### src/rtl/fc_layer_seq.sv
// fc_layer_seq: time-multiplexed fully-connected layer.
// One MAC per cycle over N_IN inputs for each of N_OUT neurons, with writable
// weight/bias storage, rescale + saturate + optional ReLU, and a valid/ready
// result stream.
module fc_layer_seq #(
    parameter int N_IN      = 9,
    parameter int N_OUT     = 4,
    parameter int DATA_W    = 16,
    parameter int ACC_W     = 40,
    parameter int FRAC_BITS = 0,
    parameter int AW        = $clog2(N_OUT*N_IN+N_OUT),
    localparam int IDX_W    = (N_OUT > 1) ? $clog2(N_OUT) : 1
) (
    input  logic                     clk,
    input  logic                     rst,
    input  logic                     w_we,
    input  logic [AW-1:0]            w_addr,
    input  logic signed [DATA_W-1:0] w_data,
    input  logic                     start,
    input  logic                     relu_en,
    input  logic [N_IN*DATA_W-1:0]   in_vec,
    output logic                     busy,
    output logic                     out_valid,
    input  logic                     out_ready,
    output logic signed [DATA_W-1:0] out_data,
    output logic [IDX_W-1:0]         out_idx,
    output logic                     done
);

    localparam int DEPTH = N_OUT*N_IN + N_OUT;
    localparam int I_W   = (N_IN > 1) ? $clog2(N_IN) : 1;
    localparam logic [I_W-1:0]   LAST_I = I_W'(N_IN-1);
    localparam logic [IDX_W-1:0] LAST_J = IDX_W'(N_OUT-1);
    localparam logic signed [ACC_W-1:0] MAX_V =
        {{(ACC_W-DATA_W+1){1'b0}}, {(DATA_W-1){1'b1}}};
    localparam logic signed [ACC_W-1:0] MIN_V =
        {{(ACC_W-DATA_W+1){1'b1}}, {(DATA_W-1){1'b0}}};

    typedef enum logic [1:0] {IDLE, MAC, OUT, FIN} state_t;

    state_t                    state_q, state_d;
    logic [I_W-1:0]            i_q, i_d;
    logic [IDX_W-1:0]          j_q, j_d;
    logic signed [ACC_W-1:0]   acc_q, acc_d;
    logic [N_IN*DATA_W-1:0]    in_q, in_d;
    logic                      relu_q, relu_d;
    logic                      busy_q, busy_d;
    logic                      out_valid_q, out_valid_d;
    logic signed [DATA_W-1:0]  out_data_q, out_data_d;
    logic [IDX_W-1:0]          out_idx_q, out_idx_d;
    logic                      done_q, done_d;

    // weights at j*N_IN+i, biases after them; deliberately not reset
    logic signed [DATA_W-1:0]  mem [DEPTH];

    logic [AW-1:0]             w_rd, b_rd;
    logic signed [DATA_W-1:0]  x_sel, w_sel, b_sel;
    logic signed [2*DATA_W-1:0] prod;
    logic signed [ACC_W-1:0]   bias_acc;

    // rescale, saturate to DATA_W, then clamp negatives when ReLU is on
    function automatic logic signed [DATA_W-1:0] post(
        input logic signed [ACC_W-1:0] a,
        input logic                    relu
    );
        logic signed [ACC_W-1:0] r;
        logic signed [DATA_W-1:0] s;
        r = a >>> FRAC_BITS;
        if (r > MAX_V)      s = MAX_V[DATA_W-1:0];
        else if (r < MIN_V) s = MIN_V[DATA_W-1:0];
        else                s = r[DATA_W-1:0];
        if (relu && s < 0)  s = '0;
        return s;
    endfunction

    // parameter writes only land while idle and in range
    always_ff @(posedge clk) begin
        if (state_q == IDLE && w_we && int'(w_addr) < DEPTH)
            mem[w_addr] <= w_data;
    end

    // operand fetch: current weight/input, and the bias for the neuron about to start
    always_comb begin
        w_rd     = AW'(int'(j_q)*N_IN + int'(i_q));
        b_rd     = AW'(N_OUT*N_IN +
                       ((state_q == OUT && j_q != LAST_J) ? int'(j_q) + 1 : 0));
        x_sel    = in_q[int'(i_q)*DATA_W +: DATA_W];
        w_sel    = mem[w_rd];
        b_sel    = mem[b_rd];
        prod     = x_sel * w_sel;
        bias_acc = ACC_W'(b_sel) <<< FRAC_BITS;
    end

    // next-state and datapath control
    always_comb begin
        state_d     = state_q;
        i_d         = i_q;
        j_d         = j_q;
        acc_d       = acc_q;
        in_d        = in_q;
        relu_d      = relu_q;
        busy_d      = busy_q;
        out_valid_d = out_valid_q;
        out_data_d  = out_data_q;
        out_idx_d   = out_idx_q;
        done_d      = 1'b0;
        case (state_q)
            IDLE: begin
                if (start) begin
                    in_d    = in_vec;
                    relu_d  = relu_en;
                    i_d     = '0;
                    j_d     = '0;
                    acc_d   = bias_acc;
                    busy_d  = 1'b1;
                    state_d = MAC;
                end
            end
            MAC: begin
                acc_d = acc_q + ACC_W'(prod);
                if (i_q == LAST_I) begin
                    out_valid_d = 1'b1;
                    out_idx_d   = j_q;
                    out_data_d  = post(acc_d, relu_q);
                    state_d     = OUT;
                end else begin
                    i_d = i_q + 1'b1;
                end
            end
            OUT: begin
                if (out_ready) begin
                    out_valid_d = 1'b0;
                    if (j_q == LAST_J) begin
                        busy_d  = 1'b0;
                        done_d  = 1'b1;
                        state_d = FIN;
                    end else begin
                        j_d     = j_q + 1'b1;
                        i_d     = '0;
                        acc_d   = bias_acc;
                        state_d = MAC;
                    end
                end
            end
            FIN: begin
                state_d = IDLE;
            end
            default: state_d = IDLE;
        endcase
    end

    // FSM and all registered outputs
    always_ff @(posedge clk or negedge rst) begin
        if (!rst) begin
            state_q     <= IDLE;
            i_q         <= '0;
            j_q         <= '0;
            acc_q       <= '0;
            in_q        <= '0;
            relu_q      <= 1'b0;
            busy_q      <= 1'b0;
            out_valid_q <= 1'b0;
            out_data_q  <= '0;
            out_idx_q   <= '0;
            done_q      <= 1'b0;
        end else begin
            state_q     <= state_d;
            i_q         <= i_d;
            j_q         <= j_d;
            acc_q       <= acc_d;
            in_q        <= in_d;
            relu_q      <= relu_d;
            busy_q      <= busy_d;
            out_valid_q <= out_valid_d;
            out_data_q  <= out_data_d;
            out_idx_q   <= out_idx_d;
            done_q      <= done_d;
        end
    end

    assign busy      = busy_q;
    assign out_valid = out_valid_q;
    assign out_data  = out_data_q;
    assign out_idx   = out_idx_q;
    assign done      = done_q;

endmodule
### config.mk
export PLATFORM = sky130hd
export DESIGN_NAME = fc_layer_seq
export DESIGN_NICKNAME = d
export VERILOG_FILES = /design/src/rtl/fc_layer_seq.sv
export SDC_FILE = /design/constraint.sdc
export NUM_CORES = 2
export LEC_CHECK = 0
export ABC_CLOCK_PERIOD_IN_PS = 13000
export BUFFER_PORTS_ARGS = -buffer_cell sky130_fd_sc_hd__buf_4
export CAP_MARGIN = 30
export CORE_ASPECT_RATIO = 0.8
export CORE_MARGIN = 5
export CORE_UTILIZATION = 40
export CTS_CLUSTER_SIZE = 12
export DETAILED_ROUTE_END_ITERATION = 6
export PLACE_DENSITY = 0.53
export SYNTH_ARGS = -nofsm -noshare
export SYNTH_HDL_FRONTEND = slang
export SYNTH_SLANG_ARGS = --single-unit
### constraint.sdc
create_clock -name clk -period 13 [get_ports clk]
set_input_delay 3.25 -clock clk [delete_from_list [all_inputs] [get_ports clk]]
set_output_delay 3.25 -clock clk [all_outputs]
set_load 0.05 [all_outputs]
==> flow_summary.toml <==
[run_status]
status = "finished, final reports clean"

[sta]
fin_crit_sh_pct = 89.4
hold_viol = 0
fin_skew_ns = 0.0346
period_minus_slack_ns = 11.62
setup_tns_ns = 0
timing.fmax_ghz = 0.0860
tightestPinTransition_ns = 1.06
grt_setup_unrepaired = "false"
relSlewSlack_pct = 29.3
drv_slew = 0
finalSetupViolCount = 0

[critical_path]
critical_path.max_fanout = 16
worstSetupEndpointType = "register"
critPathArrivalTime_ns = 12.22
ff2ff_path_depth = 34
critical_path.max_stage_delay_ns = 0.80
cp.required_ns = 13.60
worstReg2RegStart = "i_q[0]"
cp-start-kind = "register"
r2r-end = "out_data[2]"
critical_path_class = "reg2reg"
crit_slowest_cell = "nor4_4"
crit_top_cell = "inv_1"
r2r_setup_slack_ns = 1.38

[routing]
drt-initial-drc-count = 2558
vias_per_cell = 5.37
detail_route.wl_per_cell_um = 25.1
drc = 0
final_antenna_net_count = 0
totalWireLength_um = 133000
vias = 28339
dr.pass1.iters = 5

[worst_hold_path]
hold_end = "acc_q[22]"
hold_depth = 2
worstHoldStart = "acc_q[22]"
hold_class = "reg2reg"

[placement]
port_buffers = 192
gp_congestion = 0.920
dp_hpwl_um = 95800

[global_route]
first_global_vias = 29205
grt_max_degree = 101
grt_pass1_wl_um = 198000
use_met2_pct = 28.3
grtUsageMet3_pct = 7.02
antenna_found_initial = 10
grt_usage_pct = 20.9
globalRoute.totalOverflow = 0
use_met1_pct = 32.7
top_usage_layer = "met1"

[clock_network]
clkTransAtPathRegs_ns = 0.06
cts_tree = "done"
post_cts_resized = 0
cts_buffer_depth = 3
cts_setup_buffers = 0
numCtsBuffers = 92
tritoncts_num_sinks = 854
cts_max_level = 3
root_buffer = "clkbuf_16"
clkLatencyLatePin_ns = 0.69
cts_hold_buffers = 0

[finish]
layout_commonest_cell = "edfxtp_1"
n_fill_cell = 10702
syn_to_final_growth_pct = 14.0
final_cell_mix = "edfxtp_1 (640), inv_1 (419), fa_1 (331), buf_4 (285), nand2_1 (240)"
finalNetCount = 4230
layout-drive-gt1-share_pct = 24.0

[synth]
synth-edff-count = 640
synthArstFlopShare_pct = 25.1
synth_seq_cells = 854
yosysWarnings = 0
synthesis.nets = 3992
synth_cell_types = 86
seq_area_frac_synth_pct = 51.2
syn_area_um2 = 48000
avgSynthCellArea_um2 = 14.3
synthesis.instances = 3365
synth-main-ff-cell = "edfxtp_1"

[flow_run]
maxCapViolCount = 0

[die]
die_y_um = 320
ioPinCount = 193
start_util_pct = 40.3
core_um2 = 119000
die_area_um2 = 127000
rows = 113
die_w_um = 397
-- synthesized netlist by cell type, types with 8 or more instances --
cell / count / share of area [%]
edfxtp_1: 640 / 40
inv_1: 419 / 3.3
fa_1: 332 / 14
nor2_1: 256 / 2.0
nand2_1: 240 / 1.9
mux4_2: 223 / 10
dfrtp_1: 214 / 11
mux2_2: 156 / 3.7
ha_1: 123 / 3.2
a21oi_1: 94 / 0.98
clkbuf_1: 89 / 0.70
o21ai_0: 81 / 0.84
mux2i_1: 50 / 1.0
buf_2: 38 / 0.40
nand3_1: 31 / 0.32
and2_1: 27 / 0.35
a211oi_1: 24 / 0.38
o21a_1: 24 / 0.38
xnor2_1: 23 / 0.42
nand4_1: 21 / 0.27
nand2b_1: 18 / 0.23
nor2b_1: 17 / 0.22
nor3_1: 17 / 0.18
a22oi_1: 16 / 0.25
o211ai_1: 15 / 0.23
a21o_1: 13 / 0.20
buf_4: 10 / 0.16
and3_1: 9 / 0.12
xor2_1: 8 / 0.15
-- per-layer routing --
metal / wire, um / vias up
met2: 53800 / 1068
met5: 54 / -
met1: 62500 / 14696
li1: - / 12436
met4: 2480 / 8
met3: 13800 / 131
-- worst max path at each step --
| stage | start | cells past startpoint | to |
|---|---|---|---|
| final | i_q[0] | 34 | out_data[2] |
| after global routing | i_q[0] | 34 | out_data[2] |
| after CTS | i_q[0] | 34 | out_data[2] |
| after detailed placement | i_q[0] | 34 | out_data[4] |
| after global placement | i_q[0] | 34 | out_data[2] |
| after floorplan | i_q[2] | 32 | out_data[10] |
-- metrics by stage --
| step | cells | hold WS, ns | setup slack, ns | instance area [um2] | util, % |
|---|---|---|---|---|---|
| after global routing | 5279 | 0.508 | 0.835 | 54700 | 46.0 |
| after global placement | 5115 | 0.471 | 1.52 | 51700 | 43.5 |
| after CTS | 5278 | 0.486 | 1.38 | 54600 | 46.0 |
| final | 5282 | 0.483 | 1.38 | 54700 | 46.0 |
| after floorplan | 3365 | 0.445 | 3.45 | 48000 | - |
| after detailed placement | 5118 | 0.466 | 1.43 | 51800 | 43.5 |
-- area by class of cell --
| type | count | area, um2 | share of cell area (%) |
|---|---|---|---|
| tap | 1610 | 2010 | 3.68 |
| timing repair buffer | 294 | 2310 | 4.23 |
| antenna | 3 | 7.51 | 0.0137 |
| clock buffer | 131 | 2520 | 4.61 |
| clock inverter | 29 | 355 | 0.650 |
| multi-input combinational | 1941 | 21300 | 39.0 |
| inverter | 420 | 1580 | 2.88 |
| sequential | 854 | 24600 | 45.0 |
-- critical path, delay by kind of cell, from the launching register on --
family | cells | cell delay (ns)
AO/OA/AOI/OAI | 3 | 1.25
XOR/XNOR | 2 | 0.80
adder cells (fa/ha/maj) | 10 | 4.16
buffers and inverters | 9 | 1.51
flip-flops | 1 | 0.34
multiplexers | 2 | 0.86
AND/OR/NAND/NOR | 8 | 2.54
-- state kept, by name, indices dropped and copies added, names as in the netlist, 2 cells and up --
name / flops
state_q: 2
out_data: 16
j_q: 2
mem: 640
acc_q: 40
i_q: 4
in_q: 144
out_idx: 2
-- cells by family (layout without fill, tap and decap cells) --
group | count (synthesis) | in the layout | share of synthesized area [%]
flops | 854 | 854 | 51.2
simple gates | 686 | 686 | 6.55
buf+inv | 570 | 874 | 4.73
fa+ha+maj | 455 | 455 | 17.1
mux | 429 | 429 | 15.2
compound gates | 338 | 338 | 4.63
xor+xnor | 33 | 33 | 0.634
other cells | 0 | 3 | 0
Power is not shown: default switching activity piles up to over one toggle a cycle in this logic, so the estimate is an artifact.
